File: src/rtl/intr_arbiter_pkg.sv
// intr_arbiter_pkg
//   Shared types and helpers for the interrupt arbiter.
//   - arb_state_e : arbiter FSM states (IDLE -> ASSERT -> GAP -> IDLE)
//   - id_width()  : width of the source index, never narrower than 1 bit
package intr_arbiter_pkg;

  typedef enum logic [1:0] {
    ST_IDLE   = 2'd0,
    ST_ASSERT = 2'd1,
    ST_GAP    = 2'd2
  } arb_state_e;

  function automatic int id_width(input int n);
    return (n <= 2) ? 1 : $clog2(n);
  endfunction

endpackage

File: src/rtl/intr_source_capture.sv
// intr_source_capture
//   One interrupt source: polarity normalisation, one register stage,
//   and either rising-edge capture into a sticky pending bit or a
//   pass-through level.
// Ports
//   CLK     in  clock, rising edge
//   RST     in  synchronous active-high reset
//   src     in  raw request, already synchronous to CLK
//   clr     in  one-cycle clear of the pending bit (ignored in level mode)
//   pending out pending bit for this source
module intr_source_capture #(
  parameter int C_EDGE_DETECT = 1,
  parameter int C_ACTIVE      = 1
) (
  input  logic CLK,
  input  logic RST,
  input  logic src,
  input  logic clr,
  output logic pending
);

  logic src_q, src_d;
  logic prev_q, prev_d;
  logic src_vld_q, src_vld_d;
  logic prev_vld_q, prev_vld_d;
  logic pend_q, pend_d;
  logic rise;

  // The valid pair makes sure the first post-reset sample only seeds prev_q:
  // a level held active through reset must not look like a fresh edge.
  always_comb begin
    src_d      = (C_ACTIVE != 0) ? src : ~src;
    prev_d     = src_q;
    src_vld_d  = 1'b1;
    prev_vld_d = src_vld_q;
    rise       = src_q & ~prev_q & prev_vld_q;
    // A new edge in the same cycle as the clear wins: set overrides clear.
    pend_d     = (pend_q & ~clr) | rise;
  end

  // NOTE: clocked state uses non-blocking assignments so every flop samples
  // the pre-edge values of its neighbours regardless of statement order.
  always_ff @(posedge CLK) begin
    if (RST) begin
      src_q      <= 1'b0;
      prev_q     <= 1'b0;
      src_vld_q  <= 1'b0;
      prev_vld_q <= 1'b0;
      pend_q     <= 1'b0;
    end else begin
      src_q      <= src_d;
      prev_q     <= prev_d;
      src_vld_q  <= src_vld_d;
      prev_vld_q <= prev_vld_d;
      pend_q     <= pend_d;
    end
  end

  assign pending = (C_EDGE_DETECT != 0) ? pend_q : src_q;

endmodule

File: src/rtl/intr_arbiter.sv
// intr_arbiter
//   Merges C_SOURCES interrupt requests onto one registered INTR line with
//   round-robin selection and a one-cycle low gap after every ACK.
// Ports
//   CLK      in  clock, rising edge
//   RST      in  synchronous active-high reset
//   SRC      in  [C_SOURCES] interrupt requests (polarity set by C_ACTIVE)
//   MASK     in  [C_SOURCES] 1 = source eligible for arbitration
//   ACK      in  one-cycle acknowledge of the presented interrupt
//   INTR     out merged interrupt, high only while presenting
//   INTR_ID  out index of the presented source
//   PENDING  out [C_SOURCES] raw pending bits, before masking
module intr_arbiter
  import intr_arbiter_pkg::*;
#(
  parameter int C_SOURCES     = 4,
  parameter int C_EDGE_DETECT = 1,
  parameter int C_ACTIVE      = 1
) (
  input  logic                             CLK,
  input  logic                             RST,
  input  logic [C_SOURCES-1:0]             SRC,
  input  logic [C_SOURCES-1:0]             MASK,
  input  logic                             ACK,
  output logic                             INTR,
  output logic [id_width(C_SOURCES)-1:0]   INTR_ID,
  output logic [C_SOURCES-1:0]             PENDING
);

  localparam int                ID_W       = id_width(C_SOURCES);
  // Reset points last_grant at the top source so source 0 wins first.
  localparam logic [ID_W-1:0]   LAST_RESET = ID_W'(C_SOURCES - 1);

  arb_state_e              state_q, state_d;
  logic                    intr_q, intr_d;
  logic [ID_W-1:0]         id_q, id_d;
  logic [ID_W-1:0]         last_q, last_d;
  logic [C_SOURCES-1:0]    pending;
  logic [C_SOURCES-1:0]    clr;
  logic [C_SOURCES-1:0]    eligible;
  logic [ID_W-1:0]         pick_id;
  logic                    found;
  int                      idx;

  for (genvar g = 0; g < C_SOURCES; g++) begin : g_src
    intr_source_capture #(
      .C_EDGE_DETECT (C_EDGE_DETECT),
      .C_ACTIVE      (C_ACTIVE)
    ) u_capture (
      .CLK     (CLK),
      .RST     (RST),
      .src     (SRC[g]),
      .clr     (clr[g]),
      .pending (pending[g])
    );
  end

  // Round-robin search starting one past the last granted source.
  always_comb begin
    eligible = pending & MASK;
    pick_id  = '0;
    found    = 1'b0;
    idx      = 0;
    for (int k = 1; k <= C_SOURCES; k++) begin
      idx = int'(last_q) + k;
      if (idx >= C_SOURCES) idx = idx - C_SOURCES;
      if (!found && eligible[idx]) begin
        found   = 1'b1;
        pick_id = ID_W'(idx);
      end
    end
  end

  // NOTE: every signal written here gets a default first, so no path
  // through the case leaves a value unassigned and no latch is inferred.
  always_comb begin
    state_d = state_q;
    intr_d  = 1'b0;
    id_d    = id_q;
    last_d  = last_q;
    clr     = '0;
    unique case (state_q)
      ST_IDLE: begin
        if (found) begin
          id_d    = pick_id;
          intr_d  = 1'b1;
          state_d = ST_ASSERT;
        end
      end
      ST_ASSERT: begin
        // Held regardless of MASK or a dropping level until acknowledged.
        intr_d = 1'b1;
        if (ACK) begin
          clr[id_q] = 1'b1;
          last_d    = id_q;
          intr_d    = 1'b0;
          state_d   = ST_GAP;
        end
      end
      ST_GAP:  state_d = ST_IDLE;
      default: state_d = ST_IDLE;
    endcase
  end

  // NOTE: only the control flops are reset; there is no memory here, and
  // every register has a defined reset value.
  always_ff @(posedge CLK) begin
    if (RST) begin
      state_q <= ST_IDLE;
      intr_q  <= 1'b0;
      id_q    <= '0;
      last_q  <= LAST_RESET;
    end else begin
      state_q <= state_d;
      intr_q  <= intr_d;
      id_q    <= id_d;
      last_q  <= last_d;
    end
  end

  assign INTR    = intr_q;
  assign INTR_ID = id_q;
  assign PENDING = pending;

endmodule

File: config.mk
export PLATFORM = sky130hd
export DESIGN_NAME = intr_arbiter
export DESIGN_NICKNAME = d
export VERILOG_FILES = /design/src/rtl/intr_arbiter_pkg.sv /design/src/rtl/intr_source_capture.sv /design/src/rtl/intr_arbiter.sv
export SDC_FILE = /design/constraint.sdc
export NUM_CORES = 1
export LEC_CHECK = 0
export BUFFER_PORTS_ARGS = -buffer_cell sky130_fd_sc_hd__buf_2
export CAP_MARGIN = 10
export CORE_MARGIN = 2
export CORE_UTILIZATION = 51
export CTS_BUF_LIST = sky130_fd_sc_hd__clkbuf_16
export DETAILED_ROUTE_END_ITERATION = 10
export PLACE_DENSITY = 0.75
export RECOVER_POWER = 50
export SLEW_MARGIN = 0
export SYNTH_ARGS = -nofsm -noshare
export SYNTH_HDL_FRONTEND = slang
export SYNTH_SLANG_ARGS = --single-unit
File: constraint.sdc
create_clock -name CLK -period 1.5 [get_ports CLK]
set_input_delay 0.15 -clock CLK [delete_from_list [all_inputs] [get_ports CLK]]
set_output_delay 0.15 -clock CLK [all_outputs]
set_load 0.005 [all_outputs]
==> summary.md, run 1 <==
| Metric | Value |
|---|---|
| Average cell area after synthesis | `between 9 and 10 sq um` |
| Hold WC Path Type | `in2reg` |
| Proportion of power drawn by flip-flops and latches | `49.0%` |
| Total leakage power | `0.000416 uW` |
| Internal Dissipation | `just under 1000 uW` |
| Antenna diode count | `0` |
| Post-synthesis mux area share | `0%` |
| Initial core utilization | `approximately 53%` |
| Number of buffers on the longest clock path | `2` |
| Count of cells resized by post-cts repair | `0` |
| Worst max-slew margin expressed relative to the limit | `55.3%` |
| Endpoint type of the worst setup path | `flip-flop` |
| Post-CTS Hold Buffers | `0` |
| Accumulated negative setup slack | `0 ns` |
| Final clock skew | `about 0.0018 ns` |
| Max stage delay cell, worst path | `sky130_fd_sc_hd__dfxtp_1` |
| Flop-to-flop setup slack | `around 0.17 ns` |
| Worst-case hold path end point | `g_src[2].u_capture.prev_d` |
| Run status | `finished clean` |
| Number of post-CTS setup repair buffers | `0` |
| Dpl hpwl | `around 1.3 mm` |
| Setup violators final | `0` |
| Number of DRC markers after the initial detailed-route iteration | `35` |
| Clock sink count | `21` |
| Worst IR Drop VDD | `around 0.0008 V` |
| First-pass GRT wire length | `2.92 mm` |
| Gate count of the mapped netlist | `93` |
| Maximum number of pins on one net before global-route repair | `18` |
| Adder-cell share of the synthesized area | `0%` |
| Number of top-level pins | `18` |
| Switching power summed over all nets | `between 200 and 300 uW` |
| Total global routing track utilization | `roughly a fifth` |
| Seq cells post-synth | `21` |
| Share of total power consumed by net switching | `approximately a fifth` |
| Proportion of power drawn by the clock network | `43.7%` |
| Worst endpoint required time | `between 1.5 and 2 ns` |
| Sequential share of the synthesized area | `47.3%` |
| Min Clock Period, post-route | `between 1 and 1.5 ns` |
| Cell area after layout | `between 0.001 and 0.0015 sq mm` |
| Highest fanout seen on the critical path | `5` |
| Number of placed instances with taps included | `121` |
| Clk pin slew, worst setup/hold paths | `0.05 ns` |
| Clock tree root driver cell | `sky130_fd_sc_hd__clkbuf_16` |
| Total via count after detailed routing | `~740` |
| Ratio of total power to cell area | `about 1200 mW/mm^2` |
| Area share of and/or/nand/nor cells after synthesis | `roughly a quarter` |
| Initial antenna violation count | `0` |
| Remaining number of nets flagged by the antenna check after routing | `0` |
| Worst reg2reg path startpoint | `g_src[3].u_capture.pending` |
| Cell variety after synth | `34` |
| List of cells traversed by the critical path | `a22oi_2, o211ai_1, a31oi_1, o32ai_1` |
| Width of the die | `45.8 um` |
| Final worst path period share | `between 80% and 90%` |
| Fraction of layout cells with a size suffix above 1 | `20.4%` |
| Remaining routing DRC violations | `0` |
| Final hold vios | `0` |
| Area leader, netlist | `sky130_fd_sc_hd__dfxtp_1` |
| Die outline height | `between 40 and 50 um` |
| Hold path depth | `2` |
| Via count of the first global-routing pass | `roughly 630` |
| Number of nets in the layout | `120` |
| Worst reg2reg path depth | `4` |
| Area share of the largest cell type after synthesis | `47.3%` |
| Startpoint of the tightest hold check path | `SRC[2]` |
| Placer congestion estimate | `about 0.93` |
| Peak clock frequency supported by timing | `roughly 750 MHz` |
| GRT Residual Overflow | `0` |
| Clock insertion delay at the later pin of the skew report | `0.25 ns` |
| Wirelength, routed | `1.81 mm` |
| Signal arrival time at the worst endpoint | `about 1.4 ns` |
| Max Slew Vio Count | `0` |
| Post-Place Cell Area | `957 sq um` |
| Most area-consuming cells after synthesis | `sky130_fd_sc_hd__dfxtp_1 (47%), sky130_fd_sc_hd__nor2b_1 (7.0%), sky130_fd_sc_hd__buf_4 (3.4%)` |
| Area of the core region | `0.00169 sq mm` |
| Dominant combinational cell family by area after synthesis | `simple AND/OR/NAND/NOR gates` |
| Synthesis-to-finish area growth | `16.0%` |
| Number of levels in the clock H-tree | `1` |
| First drt pass iteration count | `4` |
| Post-synthesis xor/xnor area fraction | `0%` |
| Synthesized net count | `around 100` |
| Count of flip-flops with a built-in enable after synthesis | `0` |
| Share of the synthesized area in compound gates (AO/OA/AOI/OAI) | `approximately 23%` |
| RSZ-0062 raised after global routing | `false` |
| Leading cell type by number of instances after synthesis | `sky130_fd_sc_hd__dfxtp_1` |
| Worst Path Class, Setup | `reg2reg` |
| Post-detailed-route wirelength per cell | `roughly 14 um` |
| Cell Count, Final, Fillers Out | `around 130` |
| Combinational group share of total power | `7.3%` |
| Buffers added on ports | `17` |
| Max stage delay on crit path | `about 0.36 ns` |
| Clock buffer count from CTS | `3` |
| Post-synthesis instance area | `890 sq um` |
| Synth warn | `0` |
| Max Cap Violations | `0` |
| Core Rows | `15` |
| Transition time of the tightest slew-check pin | `~0.67 ns` |
| Ys flop type | `sky130_fd_sc_hd__dfxtp_1` |
| DIE AREA | `between 0.002 and 0.0025 sq mm` |
| Avg Vias per Cell | `around 5.9` |
| Kind of start point of the critical path | `flip-flop` |
| CP Buf/Inv Count | `0` |
| Worst reg2reg path endpoint | `INTR_ID[1]` |
| Clock tree from TritonCTS | `yes` |
| Synth cell count leaders | `sky130_fd_sc_hd__dfxtp_1 (21), sky130_fd_sc_hd__nor2b_1 (10), sky130_fd_sc_hd__nor2_1 (6)` |
| Async set-or-reset flop fraction in the synthesized netlist | `0%` |
| Top Family by Delay on Critical Path | `compound AO/OA/AOI/OAI gates` |
| Total power after layout | `about 1200 uW` |
-- final cells by class --
class / count / area (sq um)
well taps: 17 / 21.3
multi-input cells: 60 / 408
clock inverters: 1 / 3.75
clock buffers: 3 / 75.1
repair buffers: 17 / 81.3
flip-flops and latches: 21 / 420
fillers: 154 / 657
inverters: 6 / 22.5
-- worst max path at each step --
stage | from | endpoint | slack (ns) | cells past startpoint
final | g_src[3].u_capture.pending | INTR_ID[1] | 0.17 | 4
after global routing | g_src[3].u_capture.pending | INTR_ID[1] | 0.12 | 4
after CTS | g_src[3].u_capture.pending | INTR_ID[1] | 0.21 | 4
after detailed placement | g_src[3].u_capture.pending | INTR_ID[1] | 0.22 | 4
after global placement | g_src[1].u_capture.pending | INTR_ID[0] | 0.25 | 4
after floorplan | g_src[3].u_capture.pending | INTR_ID[1] | 0.37 | 4
-- flip-flops by register name, summed over array words and instances (netlist names) --
name,cells
INTR,1
INTR_ID,2
g_src.u_capture.pending,4
g_src.u_capture.prev_d,4
g_src.u_capture.prev_q,4
g_src.u_capture.prev_vld_d,1
g_src.u_capture.prev_vld_q,1
last_q,2
state_q,2
-- per-stage QoR --
step | hold slack [ns] | setup slack [ns] | util, %
final | 0.108 | 0.172 | 61.1
after global routing | 0.112 | 0.119 | 61.1
after CTS | 0.106 | 0.214 | 61.3
after detailed placement | 0.363 | 0.224 | 56.7
after global placement | 0.361 | 0.251 | 56.7
after floorplan | 0.222 | 0.367 | -
-- cells in the final DEF (no fill, tap or decap), drive strengths merged --
| master | Yosys | layout |
|---|---|---|
| a32o | 1 | 1 |
| o2111ai | 1 | 1 |
| and4 | 1 | 1 |
| and2 | 3 | 3 |
| nor3 | 1 | 1 |
| o32ai | 1 | 1 |
| nor2b | 10 | 10 |
| a311oi | 2 | 2 |
| o22ai | 1 | 1 |
| a21oi | 2 | 2 |
| and3b | 1 | 1 |
| a32oi | 1 | 1 |
| nand2 | 5 | 5 |
| a21o | 2 | 2 |
| dfxtp | 21 | 21 |
| clkbuf | 1 | 6 |
| o211ai | 4 | 4 |
| nor3b | 1 | 1 |
| a22oi | 1 | 1 |
| inv | 6 | 7 |
| o311ai | 1 | 1 |
| o21ai | 2 | 2 |
| nor2 | 6 | 6 |
| o31ai | 2 | 2 |
| buf | 5 | 14 |
| a31oi | 2 | 2 |
| a22o | 1 | 1 |
| nand3 | 4 | 4 |
| nand3b | 4 | 4 |
-- metal layers --
| layer | routed length [um] | GRT usage (%) | vias to the layer above |
|---|---|---|---|
| met5 | 0 | 0 | - |
| met4 | 25 | 8.57 | 0 |
| met3 | 130 | 4.37 | 5 |
| li1 | - | - | 365 |
| met1 | 815 | 28.3 | 331 |
| met2 | 833 | 28.5 | 40 |
-- logic make-up (layout without fill, tap and decap cells) --
| group | Yosys count | count (layout) |
|---|---|---|
| buffers and inverters | 12 | 27 |
| DFF | 21 | 21 |
| AOI/OAI and AO/OA | 24 | 24 |
| and+or+nand+nor | 36 | 36 |
-- power by group through the flow --
stage / Clock (uW) / Sequential [uW] / Combinational (uW)
2_1_floorplan: 0 / 609 / 62.6
3_3_place_gp: 0 / 616 / 89.5
3_5_place_dp: 0 / 617 / 90.7
4_1_cts: 548 / 605 / 91.5
5_1_grt: 575 / 608 / 101
6_report: 539 / 605 / 90.1
-- worst reg2reg max path: stages, from the launching register on --
cell	delay [ns]
sky130_fd_sc_hd__dfxtp_1	0.36
sky130_fd_sc_hd__a22oi_2	0.36
sky130_fd_sc_hd__o211ai_1	0.15
sky130_fd_sc_hd__a31oi_1	0.21
sky130_fd_sc_hd__o32ai_1	0.11
(Power assumes the default switching activity.)
==> inputs of run 2 (changes only) <==
- CORE_UTILIZATION: 51 -> 52
- SYNTH_HIERARCHICAL: default -> 1
==> summary.md, run 2 <==
| Metric | Value |
|---|---|
| Run status | `finished clean` |
| Final worst path period share | `92.0% (+3.5 points)` |
| List of cells traversed by the critical path | `nand2_1, or2_2, nor3b_1, nand2b_1, a21oi_2` |
| Buffers added on ports | `17 (unchanged)` |
| Max stage delay cell, worst path | `sky130_fd_sc_hd__dfxtp_1` |
| Max Slew Vio Count | `0 (unchanged)` |
| Most used cells in the layout excluding fill and tap cells | `sky130_fd_sc_hd__dfxtp_1 (27), sky130_fd_sc_hd__buf_2 (16), sky130_fd_sc_hd__nor2b_1 (12)` |
| Gate count of the mapped netlist | `94 (+1.1%)` |
| Leading cell type by number of instances after synthesis | `sky130_fd_sc_hd__dfxtp_1` |
| Clock sink count | `27 (+29%)` |
| Die outline height | `47.7 um (+4.3%)` |
| Worst reg2reg path depth | `5 (+1)` |
| Total power after layout | `1460 uW (+18%)` |
| Sequential share of the synthesized area | `54.3% (+7.1 points)` |
| Worst Path Class, Setup | `reg2reg` |
| Post-detailed-route wirelength per cell | `11.2 um (-22%)` |
| Hold path depth | `2 (unchanged)` |
| Post-synthesis instance area | `995 sq um (+12%)` |
| Top Family by Delay on Critical Path | `simple AND/OR/NAND/NOR gates` |
| Width of the die | `47.7 um (+4.3%)` |
| Synthesized net count | `105 (+0.96%)` |
| Fraction of layout cells with a size suffix above 1 | `26.1% (+5.7 points)` |
| Core Rows | `15 (unchanged)` |
| Initial antenna violation count | `0 (unchanged)` |
| Setup violators final | `0 (unchanged)` |
| Clock tree root driver cell | `sky130_fd_sc_hd__clkbuf_16` |
| Number of levels in the clock H-tree | `1 (unchanged)` |
| Total via count after detailed routing | `700 (-5.5%)` |
| Remaining routing DRC violations | `0 (unchanged)` |
| Ys flop type | `sky130_fd_sc_hd__dfxtp_1` |
| First-pass GRT wire length | `2.51 mm (-14%)` |
| Count of cells resized by post-cts repair | `0 (unchanged)` |
| DIE AREA | `0.00228 sq mm (+8.8%)` |
| RSZ-0062 raised after global routing | `false` |
| Total leakage power | `0.000580 uW (+40%)` |
| Number of buffers on the longest clock path | `2 (unchanged)` |
| First drt pass iteration count | `4 (unchanged)` |
| Endpoint type of the worst setup path | `flip-flop` |
| Signal arrival time at the worst endpoint | `1.48 ns (+0.04 ns)` |
| CP Buf/Inv Count | `0 (unchanged)` |
| Number of nets in the layout | `127 (+5.8%)` |
| Async set-or-reset flop fraction in the synthesized netlist | `0% (unchanged)` |
| Wirelength, routed | `1.57 mm (-13%)` |
| Accumulated negative setup slack | `0 ns (unchanged)` |
| Clock buffer count from CTS | `3 (unchanged)` |
| Total global routing track utilization | `16.2% (-3.6 points)` |
| Antenna diode count | `0 (unchanged)` |
| Maximum number of pins on one net before global-route repair | `28 (+10)` |
| Number of post-CTS setup repair buffers | `0 (unchanged)` |
| Area leader, netlist | `sky130_fd_sc_hd__dfxtp_1` |
| Synthesis-to-finish area growth | `19.5%` |
| Final clock skew | `0.00114 ns (-0.000705 ns)` |
| Most area-consuming cells after synthesis | `sky130_fd_sc_hd__dfxtp_1 (54%), sky130_fd_sc_hd__nand3b_4 (8.1%), sky130_fd_sc_hd__nor2b_1 (7.5%)` |
| Number of DRC markers after the initial detailed-route iteration | `15 (-57%)` |
| Post-CTS Hold Buffers | `0 (unchanged)` |
| Min Clock Period, post-route | `1.38 ns (+0.0520 ns)` |
| Transition time of the tightest slew-check pin | `1.17 ns (+0.496 ns)` |
| Number of top-level pins | `18 (unchanged)` |
| Via count of the first global-routing pass | `609 (-3.8%)` |
| Most common library cell in the layout ignoring fill and taps | `sky130_fd_sc_hd__dfxtp_1` |
| Max stage delay on crit path | `0.40 ns (+0.04 ns)` |
| Clock insertion delay at the later pin of the skew report | `0.26 ns (about the same)` |
| Cell variety after synth | `24 (-29%)` |
| Final hold vios | `0 (unchanged)` |
| Worst IR Drop VDD | `0.000976 V (+23%)` |
| Area share of the largest cell type after synthesis | `54.3% (+7.1 points)` |
| Avg Vias per Cell | `5.00 (-16%)` |
| Area of the core region | `0.00176 sq mm (+4.4%)` |
| Placer congestion estimate | `0.764 (-18%)` |
| Count of flip-flops with a built-in enable after synthesis | `0 (unchanged)` |
| Remaining number of nets flagged by the antenna check after routing | `0 (unchanged)` |
| Highest fanout seen on the critical path | `5 (unchanged)` |
| Kind of start point of the critical path | `flip-flop` |
| Hold slack | `0.0984 ns (-0.00935 ns)` |
| Hold WC Path Type | `in2reg` |
| Synth cell count leaders | `sky130_fd_sc_hd__dfxtp_1 (27), sky130_fd_sc_hd__nor2b_1 (12), sky130_fd_sc_hd__nand2_1 (9)` |
| Initial core utilization | `56.4% (+3.7 points)` |
| Synth warn | `6 (+6)` |
| GRT Residual Overflow | `0 (unchanged)` |
| Ratio of total power to cell area | `1230 mW/mm^2 (+2.8%)` |
| Worst endpoint required time | `1.60 ns (about the same)` |
| Clk pin slew, worst setup/hold paths | `0.06 ns (about the same)` |
| Dpl hpwl | `1.07 mm (-21%)` |
| Depth of the critical timing path with buffers and inverters included | `5 (+1)` |
| Worst max-slew margin expressed relative to the limit | `22.2% (-33 points)` |
| Average cell area after synthesis | `10.6 sq um (+11%)` |
| Peak clock frequency supported by timing | `725 MHz (-3.8%)` |
| Seq cells post-synth | `27 (+29%)` |
| Clock tree from TritonCTS | `yes` |
| Max Cap Violations | `0 (unchanged)` |
[run 2: cell types whose count changed in the layout (fill, tap and decap cells not counted), moves of 3 or more]
cell | before | now
sky130_fd_sc_hd__o211ai_1 | 4 | 0
sky130_fd_sc_hd__and2_1 | 3 | 0
sky130_fd_sc_hd__nand2b_1 | 0 | 4
sky130_fd_sc_hd__a21oi_2 | 0 | 4
sky130_fd_sc_hd__nand3b_4 | 0 | 4
sky130_fd_sc_hd__dfxtp_1 | 21 | 27
sky130_fd_sc_hd__nand2_1 | 3 | 9
[run 2: worst paths after layout]
| check | end | from | slack (ns) |
|---|---|---|---|
| max | g_src[1].u_capture/pending | state_q[0] | 0.12 |
| max reg2reg | g_src[1].u_capture/pending | state_q[0] | 0.12 |
| min | g_src[2].u_capture/prev_d | SRC[2] | 0.1 |
| min reg2reg | g_src[0].u_capture/prev_vld_q | g_src[0].u_capture/prev_vld_d | 0.44 |
[run 2: cell type report]
type	instances	area, sq um
fillers	159	576
flip-flops and latches	27	541
multi-input cells	62	435
repair buffers	17	83.8
clock buffers	3	75.1
well taps	25	31.3
inverters	5	18.8
clock inverters	1	3.75
[run 2: kinds of logic (layout without fill, tap and decap cells)]
group                  count (synthesis)  in the layout  synth area share (%)
buffers and inverters                  5             26                  1.89
and+or+nand+nor                       46             46                  30.7
DFF                                   27             27                  54.3
AOI/OAI and AO/OA                     16             16                  13.1
[run 2: metrics by stage]
stage	cell area (sq um)	util [%]	setup WS, ns	cells
3_3_place_gp	1110	63.0	0.218	136
3_5_place_dp	1110	63.0	0.200	136
6_report	1190	67.4	0.120	140
4_1_cts	1190	67.4	0.159	140
5_1_grt	1190	67.4	0.0468	140
2_1_floorplan	995	-	0.284	94
[run 2: metal layers]
metal | vias to the layer above | wire (um) | global-route usage [%] | share of wire (%)
met5 | - | 0 | 0 | 0
met3 | 2 | 74 | 4.53 | 4.7
met4 | 0 | 12 | 8.11 | 0.77
met1 | 319 | 752 | 20.7 | 48
met2 | 16 | 727 | 25.1 | 46
li1 | 363 | - | - | -
[run 2: where the power goes]
part	leakage, uW	switching [uW]	internal [uW]
logic	0.000315	45.9	52.3
registers	0.000223	30.8	754
clock network	0.0000423	222	356
total	0.000580	298	1160
[run 2: worst register-to-register path, cell delays in order, from the launching register on]
cell and delay (ns):
sky130_fd_sc_hd__dfxtp_1 0.40, sky130_fd_sc_hd__nand2_1 0.10, sky130_fd_sc_hd__or2_2 0.33, sky130_fd_sc_hd__nor3b_1 0.20, sky130_fd_sc_hd__nand2b_1 0.14, sky130_fd_sc_hd__a21oi_2 0.05
